`src/rtl/idex_pipe_reg.sv`:
```
// ID/EX pipeline register with load-use stall, flush squash and hold freeze.
// Optional perf counters: define IDEX_PERF_CNT_EN to implement Bubble_cnt/Flush_cnt.
module idex_pipe_reg (
    input  logic        Clk,
    input  logic        Reset,
    input  logic        Hold,
    input  logic        Flush,
    input  logic [31:0] ID_PC4,
    input  logic [31:0] ID_Jtarg,
    input  logic [31:0] ID_busA,
    input  logic [31:0] ID_busB,
    input  logic [4:0]  ID_Rs,
    input  logic [4:0]  ID_Rt,
    input  logic [4:0]  ID_Rd,
    input  logic        ID_UsesRt,
    input  logic [5:0]  ID_func,
    input  logic [15:0] ID_immd,
    input  logic [2:0]  ID_ALUop,
    input  logic        ID_RegWr,
    input  logic        ID_ALUSrc,
    input  logic        ID_RegDst,
    input  logic        ID_MemtoReg,
    input  logic        ID_MemWr,
    input  logic        ID_Branch,
    input  logic        ID_Jump,
    input  logic        ID_ExtOp,
    input  logic        ID_R_type,
    output logic [31:0] EXin_PC4,
    output logic [31:0] EXin_Jtarg,
    output logic [31:0] EXin_busA,
    output logic [31:0] EXin_busB,
    output logic [4:0]  EXin_Rt,
    output logic [4:0]  EXin_Rd,
    output logic [5:0]  EXin_func,
    output logic [15:0] EXin_immd,
    output logic [2:0]  EXin_ALUop,
    output logic        EXin_RegWr,
    output logic        EXin_ALUSrc,
    output logic        EXin_RegDst,
    output logic        EXin_MemtoReg,
    output logic        EXin_MemWr,
    output logic        EXin_Branch,
    output logic        EXin_Jump,
    output logic        EXin_ExtOp,
    output logic        EXin_R_type,
    output logic        EX_Valid,
    output logic        Stall,
    output logic [31:0] Bubble_cnt,
    output logic [31:0] Flush_cnt
);

    typedef struct packed {
        logic [31:0] pc4;
        logic [31:0] jtarg;
        logic [31:0] busa;
        logic [31:0] busb;
        logic [4:0]  rt;
        logic [4:0]  rd;
        logic [5:0]  func;
        logic [15:0] immd;
        logic [2:0]  aluop;
        logic        regwr;
        logic        alusrc;
        logic        regdst;
        logic        memtoreg;
        logic        memwr;
        logic        branch;
        logic        jump;
        logic        extop;
        logic        rtype;
    } ex_t;

    ex_t        id_s;
    ex_t        ex_d;
    ex_t        ex_q;
    logic       valid_d;
    logic       valid_q;
    logic [4:0] rw_ex;
    logic       hazard;

    assign id_s = '{
        pc4:      ID_PC4,
        jtarg:    ID_Jtarg,
        busa:     ID_busA,
        busb:     ID_busB,
        rt:       ID_Rt,
        rd:       ID_Rd,
        func:     ID_func,
        immd:     ID_immd,
        aluop:    ID_ALUop,
        regwr:    ID_RegWr,
        alusrc:   ID_ALUSrc,
        regdst:   ID_RegDst,
        memtoreg: ID_MemtoReg,
        memwr:    ID_MemWr,
        branch:   ID_Branch,
        jump:     ID_Jump,
        extop:    ID_ExtOp,
        rtype:    ID_R_type
    };

    assign rw_ex = ex_q.regdst ? ex_q.rd : ex_q.rt;

    always_comb begin
        hazard = 1'b0;
        if (valid_q && ex_q.memtoreg && ex_q.regwr && (rw_ex != 5'd0)) begin
            hazard = (rw_ex == ID_Rs) || (ID_UsesRt && (rw_ex == ID_Rt));
        end
    end

    assign Stall = hazard & ~Flush & ~Hold;

    always_comb begin
        ex_d    = ex_q;
        valid_d = valid_q;
        if (!Hold) begin
            ex_d    = id_s;
            valid_d = 1'b1;
            // Bubble keeps the data fields but kills every state-changing control
            if (Flush || hazard) begin
                ex_d.regwr    = 1'b0;
                ex_d.memtoreg = 1'b0;
                ex_d.memwr    = 1'b0;
                ex_d.branch   = 1'b0;
                ex_d.jump     = 1'b0;
                valid_d       = 1'b0;
            end
        end
    end

    always_ff @(posedge Clk or posedge Reset) begin
        if (Reset) begin
            ex_q    <= '0;
            valid_q <= 1'b0;
        end else begin
            ex_q    <= ex_d;
            valid_q <= valid_d;
        end
    end

`ifdef IDEX_PERF_CNT_EN
    logic [31:0] bub_q;
    logic [31:0] bub_d;
    logic [31:0] fl_q;
    logic [31:0] fl_d;

    always_comb begin
        bub_d = bub_q;
        fl_d  = fl_q;
        if (!Hold) begin
            if (Flush) begin
                fl_d = fl_q + 32'd1;
            end else if (hazard) begin
                bub_d = bub_q + 32'd1;
            end
        end
    end

    always_ff @(posedge Clk or posedge Reset) begin
        if (Reset) begin
            bub_q <= '0;
            fl_q  <= '0;
        end else begin
            bub_q <= bub_d;
            fl_q  <= fl_d;
        end
    end

    assign Bubble_cnt = bub_q;
    assign Flush_cnt  = fl_q;
`else
    assign Bubble_cnt = '0;
    assign Flush_cnt  = '0;
`endif

    assign EXin_PC4      = ex_q.pc4;
    assign EXin_Jtarg    = ex_q.jtarg;
    assign EXin_busA     = ex_q.busa;
    assign EXin_busB     = ex_q.busb;
    assign EXin_Rt       = ex_q.rt;
    assign EXin_Rd       = ex_q.rd;
    assign EXin_func     = ex_q.func;
    assign EXin_immd     = ex_q.immd;
    assign EXin_ALUop    = ex_q.aluop;
    assign EXin_RegWr    = ex_q.regwr;
    assign EXin_ALUSrc   = ex_q.alusrc;
    assign EXin_RegDst   = ex_q.regdst;
    assign EXin_MemtoReg = ex_q.memtoreg;
    assign EXin_MemWr    = ex_q.memwr;
    assign EXin_Branch   = ex_q.branch;
    assign EXin_Jump     = ex_q.jump;
    assign EXin_ExtOp    = ex_q.extop;
    assign EXin_R_type   = ex_q.rtype;
    assign EX_Valid      = valid_q;

endmodule

```
`config.mk`:
```
export PLATFORM = sky130hd
export DESIGN_NAME = idex_pipe_reg
export DESIGN_NICKNAME = d
export VERILOG_FILES = /design/src/rtl/idex_pipe_reg.sv
export SDC_FILE = /design/constraint.sdc
export NUM_CORES = 1
export LEC_CHECK = 0
export ABC_AREA = 1
export ABC_CLOCK_PERIOD_IN_PS = 8100
export CAP_MARGIN = 30
export CORE_AREA = 2 2 164 166
export DETAILED_ROUTE_END_ITERATION = 7
export DIE_AREA = 0 0 166 168
export GPL_ROUTABILITY_DRIVEN = 0
export PLACE_DENSITY_LB_ADDON = 0.08
export REMOVE_ABC_BUFFERS = 1
export SKIP_CTS_REPAIR_TIMING = 1
export SLEW_MARGIN = 20
export SYNTH_ARGS = -nofsm -noshare
export SYNTH_HDL_FRONTEND = slang
export SYNTH_SLANG_ARGS = --single-unit
```
`constraint.sdc`:
```
create_clock -name Clk -period 8.1 [get_ports Clk]
set_clock_uncertainty 0.2 [all_clocks]
set_input_delay 1.62 -clock Clk [delete_from_list [all_inputs] [get_ports Clk]]
set_output_delay 1.62 -clock Clk [all_outputs]
set_load 0.005 [all_outputs]
```
# ---- Yosys cells after proc, flatten, opt, wreduce, memory -nomap -nowiden
# Cells that the tools add are included.
# W data, S select, Z words.
dict set report totals {
  inputBits 182
  output_inout_bits 238
  word_cells 37
  ff_bits 173
}
dict set report op_classes {
  n_eq_ne 2
  bitwise_logic 4
  reduce_logical 7
  muxes 5
}
# operator n
set ops {}
lappend ops {{$eq A5 B5 Y1} 2}
lappend ops {{$mux W5} 1}
lappend ops {{$reduce_bool A5 Y1} 1}
lappend ops {{$logic_and A1 B1 Y1} 4}
lappend ops {{$mux W4} 1}
lappend ops {{$mux W1} 3}
lappend ops {{$and A1 B1 Y1} 2}
lappend ops {{$logic_or A1 B1 Y1} 2}
lappend ops {{$not A1 Y1} 2}

# ---- Logic depth before layout (Yosys ltp)
# Gate-level depths: netlist of the first run.
dict set report logic_depth {
  ltp_word 7
  depth_mapped 12
  depth_no_buf 11
}

# ---- Worst setup path before layout of the first run
# OpenSTA, ideal clock, no wires.
dict set report synth_timing {
  path_type {input -> output}
  from {input ID_Rt[3]}
  to {output Stall}
  path_stages 8
  setup_slack_ns 4.093
  path_buffers 0
  required_time_ns 6.280
  arrival_ns 2.187
  path_cell_list {inv_1 -> nand3_1 -> nand2_1 -> nor2_1 -> nand3_1 -> nand2_2 -> nand2_4 -> nor3_2}
}
dict set report synth_via {
  elab_chain_len 6
}
# item line
set synth_lines {}
lappend synth_lines {{from (decl)} 13} ;# input logic [4:0] ID_Rt,
lappend synth_lines {{$eq A5 B5 Y1} 107} ;# hazard = (rw_ex == ID_Rs) || (ID_UsesRt && (rw_ex == ID_Rt));
lappend synth_lines {{$logic_and A1 B1 Y1} 107}
lappend synth_lines {{$logic_or A1 B1 Y1} 107}
lappend synth_lines {{$mux W1} 106} ;# if (valid_q && ex_q.memtoreg && ex_q.regwr && (rw_ex != 5'd0)) begin
lappend synth_lines {{$and A1 B1 Y1 (2 in a row)} 111} ;# assign Stall = hazard & ~Flush & ~Hold;
lappend synth_lines {{to (decl)} 47} ;# output logic Stall,
# No other way between the ends.

# ---- Worst setup path in the final report of the first run
dict set report layout_timing {
  from {input ID_Rt[4]}
  to {output Stall}
}
# The elaborated chain is that of the path after synthesis.

==> flow_metrics.env, run 1 <==
export IMPL_run_status="finished clean"
export IMPL_synth_simple_gate_area_share_pct=30.0
export IMPL_die_width_um=166
export IMPL_synthesis_area_um2=7310
export IMPL_grtUsageMet3_pct=6.28
export IMPL_route_detailed_drc=0
export IMPL_postLayoutSetupSlackWorst_ps=2990
export IMPL_syn_mean_instance_area_um2=8.40
export IMPL_grt_met1_usage_pct=20.4
export IMPL_timing_max_slew_rel_slack_pct=48.0
export IMPL_cts_htree_levels=4
export IMPL_clk_pin_slew_ps=70
export IMPL_synth_seq_cells=173
export IMPL_yosysWarningCount=0
export IMPL_initial_utilization_pct=27.7
export IMPL_p_per_area_nw_per_um2=194
export IMPL_cellLeakagePower_nw=5.75
export IMPL_largest_family_of_logic_cells_by_synthesized_area="simple AND/OR/NAND/NOR gates"
export IMPL_globalRouteTotalUtil_pct=16.4
export IMPL_top_usage_layer="met2"
export IMPL_synth_most_common_cell="sky130_fd_sc_hd__nand2_1"
export IMPL_fmax_mhz=196
export IMPL_grt_antenna_before_repair=2
export IMPL_design_core_area_um2=26400
export IMPL_synth_mux_area_fraction_pct=0
export IMPL_detailed_place_hpwl_um=16100
export IMPL_clock_latency_ps=420
export IMPL_post_synth_top_area_cell="sky130_fd_sc_hd__dfrtp_1"
export IMPL_synth_xor_area_share_pct=0.120
export IMPL_io_buffers=355
export IMPL_drt_initial_drc_count=235
export IMPL_antenna_violating_nets_post_route=0
export IMPL_drt_wl_total_um=22900
export IMPL_grt_first_pass_wirelength_um=36100
export IMPL_final_min_period_over_clock_period_pct=63.1
export IMPL_layout_overhead_on_the_synthesized_area_pct=58.5
export IMPL_ys_top_cells_by_count="sky130_fd_sc_hd__nand2_1 (521), sky130_fd_sc_hd__dfrtp_1 (173), sky130_fd_sc_hd__buf_4 (65), sky130_fd_sc_hd__clkbuf_1 (22), sky130_fd_sc_hd__nand3_1 (20)"
export IMPL_finalInstanceArea_um2=11600
export IMPL_cts_max_path_buffers=2
export IMPL_synth_edf_count=0
export IMPL_irDropWorstVdd_mv=0.118
export IMPL_yosys_area_share_adder_pct=0
export IMPL_overall_die_area_um2=27900
export IMPL_cp_data_arrival_time_ps=3290
export IMPL_synth_compound_area_share_pct=0.753
export IMPL_timing_worst_setup_path_type="in -> out"
export IMPL_worstSetupEndpointType="output port"
export IMPL_synth_top_area_share_pct=59.2
export IMPL_cts_tree="built"
export IMPL_fin_setup_tns_ps=0
export IMPL_detailed_place_area_um2=11000
export IMPL_netlist_top_cells_area="sky130_fd_sc_hd__dfrtp_1 (59%), sky130_fd_sc_hd__nand2_1 (27%), sky130_fd_sc_hd__buf_4 (6.7%)"
export IMPL_tightest_slew_ps=780
export IMPL_shortest_period_the_worst_path_allows_ps=5110
export IMPL_post_synth_inst_count=870
export IMPL_num_fill_cells=2640
export IMPL_numCtsBuffers=17
export IMPL_grt_setup_unrepaired="no"
export IMPL_clock_sinks=173
export IMPL_cts_root_buf="sky130_fd_sc_hd__clkbuf_16"
export IMPL_design_portCount=420
export IMPL_maxCapViolations=0
export IMPL_globalRouteMet2Util_pct=26.3
export IMPL_grt_overflow=0
export IMPL_drive_gt1_share_pct=4.09
export IMPL_synthArstFlopShare_pct=100
export IMPL_via_total_after_detailed_routing=6364
export IMPL_wire_per_inst_um=14.6
export IMPL_netlist_cell_type_count=19
export IMPL_dpl_worst_slack_ps=3000
export IMPL_finalNetCount=1393
export IMPL_cp_required_ps=6280
export IMPL_critPathLaunchType="primary input"
export IMPL_path_max_fanout=7
export IMPL_viasPerCell=4.06
export IMPL_post_route_util_pct=44.0
export IMPL_hold_path_class="reg -> reg"
export IMPL_report_final_slew_viol_count=0
export IMPL_die_h_um=168
export IMPL_largest_net_degree_at_the_start_of_global_routing=73
export IMPL_dr_pass1_iters=4
export IMPL_hold_violations=0
export IMPL_first_global_vias=6459
export IMPL_setup_viol=0
export IMPL_floorplan_row_count=60
export IMPL_synth_seq_area_share_pct=59.2
export IMPL_synth_flop_cell="sky130_fd_sc_hd__dfrtp_1"
==> flip-flops by register name, summed over array words and instances, names as in the netlist, 3 cells and up <==
register and cells:
EXin_ALUop 3, EXin_Jtarg 32, EXin_PC4 32, EXin_Rd 5
EXin_Rt 5, EXin_busA 32, EXin_busB 32, EXin_func 6
EXin_immd 16
==> final timing paths <==
kind / cells after the start / slack, ps / from / end
worst min register to register: 2 / 280 / EXin_func[1]$_DFFE_PP0N_ / EXin_func[1]$_DFFE_PP0N_
worst min-delay path: 2 / 280 / EXin_func[1]$_DFFE_PP0N_ / EXin_func[1]$_DFFE_PP0N_
min in group asynchronous: 2 / 1360 / Reset / EXin_Rt[0]$_DFFE_PP0N_
worst max-delay path: 10 / 2990 / ID_Rt[4] / Stall
worst max register to register: 11 / 5910 / EXin_RegDst$_DFFE_PP0N_ / EXin_Branch$_DFFE_PP0N_
max in group asynchronous: 5 / 5000 / Reset / EXin_PC4[12]$_DFFE_PP0N_
==> power by group <==
group | leakage, nW | switching [mW] | internal [mW]
Sequential | 2.11 | 0.0449 | 0.940
Clock | 0.293 | 0.370 | 0.472
Combinational | 3.35 | 0.173 | 0.250
Total | 5.75 | 0.589 | 1.66
==> worst max-delay path, stage by stage <==
cell and delay [ps]:
sky130_fd_sc_hd__clkdlybuf4s50_1 500, sky130_fd_sc_hd__inv_1 70, sky130_fd_sc_hd__nand3_1 70, sky130_fd_sc_hd__nand2_1 50, sky130_fd_sc_hd__nor2_1 90, sky130_fd_sc_hd__nand3_1 90
sky130_fd_sc_hd__nand2_2 100, sky130_fd_sc_hd__nand2_4 80, sky130_fd_sc_hd__nor3_2 100, sky130_fd_sc_hd__clkdlybuf4s50_1 510
==> logic make-up after synthesis <==
family                    after synthesis
other                                   1
and+or+nand+nor                       563
AOI/OAI and AO/OA                      11
xor gates and xnor gates                1
DFF                                   173
buffers and inverters                 121
==> placed cells by master, fill, tap and decap left out <==
cell type	instances
sky130_fd_sc_hd__inv_8	2
sky130_fd_sc_hd__clkbuf_1	1
sky130_fd_sc_hd__inv_4	1
sky130_fd_sc_hd__dfrtp_1	173
sky130_fd_sc_hd__inv_6	5
sky130_fd_sc_hd__nand2_2	6
sky130_fd_sc_hd__nand2_1	521
sky130_fd_sc_hd__diode_2	2
sky130_fd_sc_hd__nand3b_1	3
sky130_fd_sc_hd__clkdlybuf4s50_1	354
sky130_fd_sc_hd__nand3_1	20
sky130_fd_sc_hd__clkinv_4	4
sky130_fd_sc_hd__nand2_4	2
sky130_fd_sc_hd__clkbuf_16	17
sky130_fd_sc_hd__buf_6	1
sky130_fd_sc_hd__nor2_1	8
sky130_fd_sc_hd__bufinv_16	2
sky130_fd_sc_hd__inv_1	16
sky130_fd_sc_hd__nor3_2	2
sky130_fd_sc_hd__nand4_1	1
sky130_fd_sc_hd__buf_12	1
sky130_fd_sc_hd__xor2_1	1
sky130_fd_sc_hd__buf_4	4
sky130_fd_sc_hd__clkbuf_8	1
sky130_fd_sc_hd__o21ai_0	11
sky130_fd_sc_hd__conb_1	64
sky130_fd_sc_hd__buf_16	2
==> final cells by class <==
cell class	count	area, um2	share of cell area, %
Timing Repair Buffer	362	3660	31.6
Multi-Input combinational cell	639	2500	21.6
Antenna cell	2	5.00	0.0432
Inverter	18	75.1	0.648
Clock inverter	12	153	1.32
Tap cell	341	427	3.68
Sequential cell	173	4330	37.4
Clock buffer	19	443	3.82
==> routing by layer <==
layer	share of wire (%)	routed length, um
met1	43	9800
met2	46	10600
met3	9.1	2090
met4	2.0	457
met5	0	0
==> stage by stage <==
step,power [mW],cells,hold slack [ps]
5_1_grt,2.37,1565,292
6_report,2.25,1566,279
3_3_place_gp,1.43,1530,261
3_5_place_dp,1.43,1532,264
4_1_cts,2.29,1563,282
2_1_floorplan,1.12,830,266
Power figures use the tool's default switching activity.
==> run 2, diff against run 1 <==
--- a/config.mk
+++ b/config.mk
@@ -6,7 +6,7 @@
 export NUM_CORES = 1
 export LEC_CHECK = 0
 export ABC_AREA = 1
-export ABC_CLOCK_PERIOD_IN_PS = 8100
+export ABC_CLOCK_PERIOD_IN_PS = 5000
 export CAP_MARGIN = 30
 export CORE_AREA = 2 2 164 166
 export DETAILED_ROUTE_END_ITERATION = 7
==> constraint.sdc (replaced) <==
create_clock -name Clk -period 5 [get_ports Clk]
set_clock_uncertainty 0.2 [all_clocks]
set_input_delay 1 -clock Clk [delete_from_list [all_inputs] [get_ports Clk]]
set_output_delay 1 -clock Clk [all_outputs]
set_load 0.005 [all_outputs]
==> flow_metrics.env, run 2 (same netlist as run 1, synthesis figures left out) <==
export IMPL_run_status="finished clean"
export IMPL_drive_gt1_share_pct=4.33
export IMPL_n_antenna_cell=0
export IMPL_initial_utilization_pct=27.7
export IMPL_cts_tree="built"
export IMPL_clk_pin_slew_ps=80
export IMPL_dpl_worst_slack_ps=1120
export IMPL_finalInstanceArea_um2=11600
export IMPL_antenna_violating_nets_post_route=0
export IMPL_detailed_place_hpwl_um=15800
export IMPL_p_per_area_nw_per_um2=312
export IMPL_most_common_layout_cells="sky130_fd_sc_hd__nand2_1 (521), sky130_fd_sc_hd__clkdlybuf4s50_1 (354), sky130_fd_sc_hd__dfrtp_1 (173)"
export IMPL_reg2reg_setup_slack_ps=2890
export IMPL_setup_viol=0
export IMPL_hold_path_class="reg -> reg"
export IMPL_clock_latency_ps=420
export IMPL_cts_max_path_buffers=2
export IMPL_numCtsBuffers=17
export IMPL_design_core_area_um2=26400
export IMPL_postLayoutSetupSlackWorst_ps=1090
export IMPL_report_power_total_mw=3.61
export IMPL_detailed_place_area_um2=10900
export IMPL_clock_sinks=173
export IMPL_path_max_fanout=12
export IMPL_timing_worst_setup_path_type="reg -> out"
export IMPL_final_min_period_over_clock_period_pct=78.2
export IMPL_layout_cells_most_common="sky130_fd_sc_hd__nand2_1"
export IMPL_largest_net_degree_at_the_start_of_global_routing=93
export IMPL_timing_max_slew_rel_slack_pct=42.8
export IMPL_shortest_period_the_worst_path_allows_ps=3910
export IMPL_globalRouteTotalUtil_pct=16.3
export IMPL_die_h_um=168
export IMPL_tightest_slew_ps=857
export IMPL_grt_first_pass_wirelength_um=35700
export IMPL_wire_per_inst_um=14.6
export IMPL_cts_root_buf="sky130_fd_sc_hd__clkbuf_16"
export IMPL_route_detailed_drc=0
export IMPL_viasPerCell=4.05
export IMPL_hold_violations=0
export IMPL_worstReg2RegStart="EXin_RegDst$_DFFE_PP0N_"
export IMPL_dr_pass1_iters=4
export IMPL_die_width_um=166
export IMPL_io_buffers=355
export IMPL_num_fill_cells=2609
export IMPL_drt_initial_drc_count=402
export IMPL_via_total_after_detailed_routing=6342
export IMPL_first_global_vias=6320
export IMPL_report_final_slew_viol_count=0
export IMPL_critPathLaunchType="flop"
export IMPL_design_portCount=420
export IMPL_grt_setup_unrepaired="no"
export IMPL_cp_data_arrival_time_ps=2710
export IMPL_cp_required_ps=3800
export IMPL_grt_overflow=0
export IMPL_startpoint_of_the_tightest_hold_check_path="EXin_busB[6]$_DFFE_PP0N_"
export IMPL_drt_wl_total_um=22800
export IMPL_timing_critical_path_from="EXin_RegDst$_DFFE_PP0N_"
export IMPL_layout_overhead_on_the_synthesized_area_pct=58.2
export IMPL_fmax_mhz=256
export IMPL_fin_setup_tns_ps=0
export IMPL_cts_htree_levels=4
export IMPL_maxCapViolations=0
export IMPL_worstSetupEndpointType="output port"
export IMPL_finalNetCount=1394
export IMPL_overall_die_area_um2=27900
export IMPL_irDropWorstVdd_mv=0.175
export IMPL_cellLeakagePower_nw=5.74
export IMPL_grt_antenna_before_repair=0
export IMPL_floorplan_row_count=60
run 2: cell count changes in the layout (fill, tap and decap cells not counted), sizes merged:
| cell | delta |
|---|---|
| buf | +1 |
| clkbuf | -1 |
| clkinv | +2 |
| bufinv | -2 |
| clkinvlp | +1 |
| diode | -2 |
| inv | +1 |
run 2: where the power goes:
part	switching [mW]	total [mW]	internal (mW)
Clock	0.648	1.33	0.682
Combinational	0.280	0.683	0.403
Sequential	0.0726	1.59	1.52
Total	1.00	3.61	2.61
run 2: final timing paths:
kind / endpoint / cells past startpoint
min reg2reg: EXin_busB[6]$_DFFE_PP0N_ / 2
max reg2reg: EXin_MemtoReg$_DFFE_PP0N_ / 11
max in group asynchronous: EXin_immd[12]$_DFFE_PP0N_ / 3
min: EXin_busB[6]$_DFFE_PP0N_ / 2
min in group asynchronous: EXin_Jump$_DFFE_PP0N_ / 2
max: Stall / 11
run 2: per-layer routing:
| layer | vias up | share of wire [%] | global-route usage, % |
|---|---|---|---|
| met2 | 248 | 47 | 26.3 |
| met4 | 0 | 1.5 | 4.91 |
| met1 | 2893 | 42 | 20.3 |
| met3 | 19 | 9.2 | 6.09 |
| met5 | - | 0 | 0 |
| li1 | 3182 | - | - |
run 2: layout make-up:
cell class | count | area [um2] | share of cell area (%)
clock buffer | 18 | 439 | 3.80
inverter | 18 | 75.1 | 0.649
tap | 341 | 427 | 3.69
sequential | 173 | 4330 | 37.4
timing repair buffer | 363 | 3650 | 31.5
clock inverter | 14 | 150 | 1.30
multi-input combinational | 639 | 2500 | 21.6
run 2: worst max-delay path: stages, from the launching register on:
cell,delay (ps)
sky130_fd_sc_hd__dfrtp_1,580
sky130_fd_sc_hd__inv_1,330
sky130_fd_sc_hd__nand2_1,200
sky130_fd_sc_hd__nand2_1,90
sky130_fd_sc_hd__nand2_1,70
sky130_fd_sc_hd__nand2_1,40
sky130_fd_sc_hd__nor2_1,80
sky130_fd_sc_hd__nand3_1,90
sky130_fd_sc_hd__nand2_2,90
sky130_fd_sc_hd__nand2_4,70
sky130_fd_sc_hd__nor3_2,120
sky130_fd_sc_hd__clkdlybuf4s50_1,520
run 2: stage by stage:
stage          cells  hold WS [ps]  util (%)
6_report        1566           279      43.9
5_1_grt         1566           302      43.9
4_1_cts         1565           283      43.8
3_5_place_dp    1533           264      41.6
3_3_place_gp    1533           262      41.6
2_1_floorplan    830           266         -
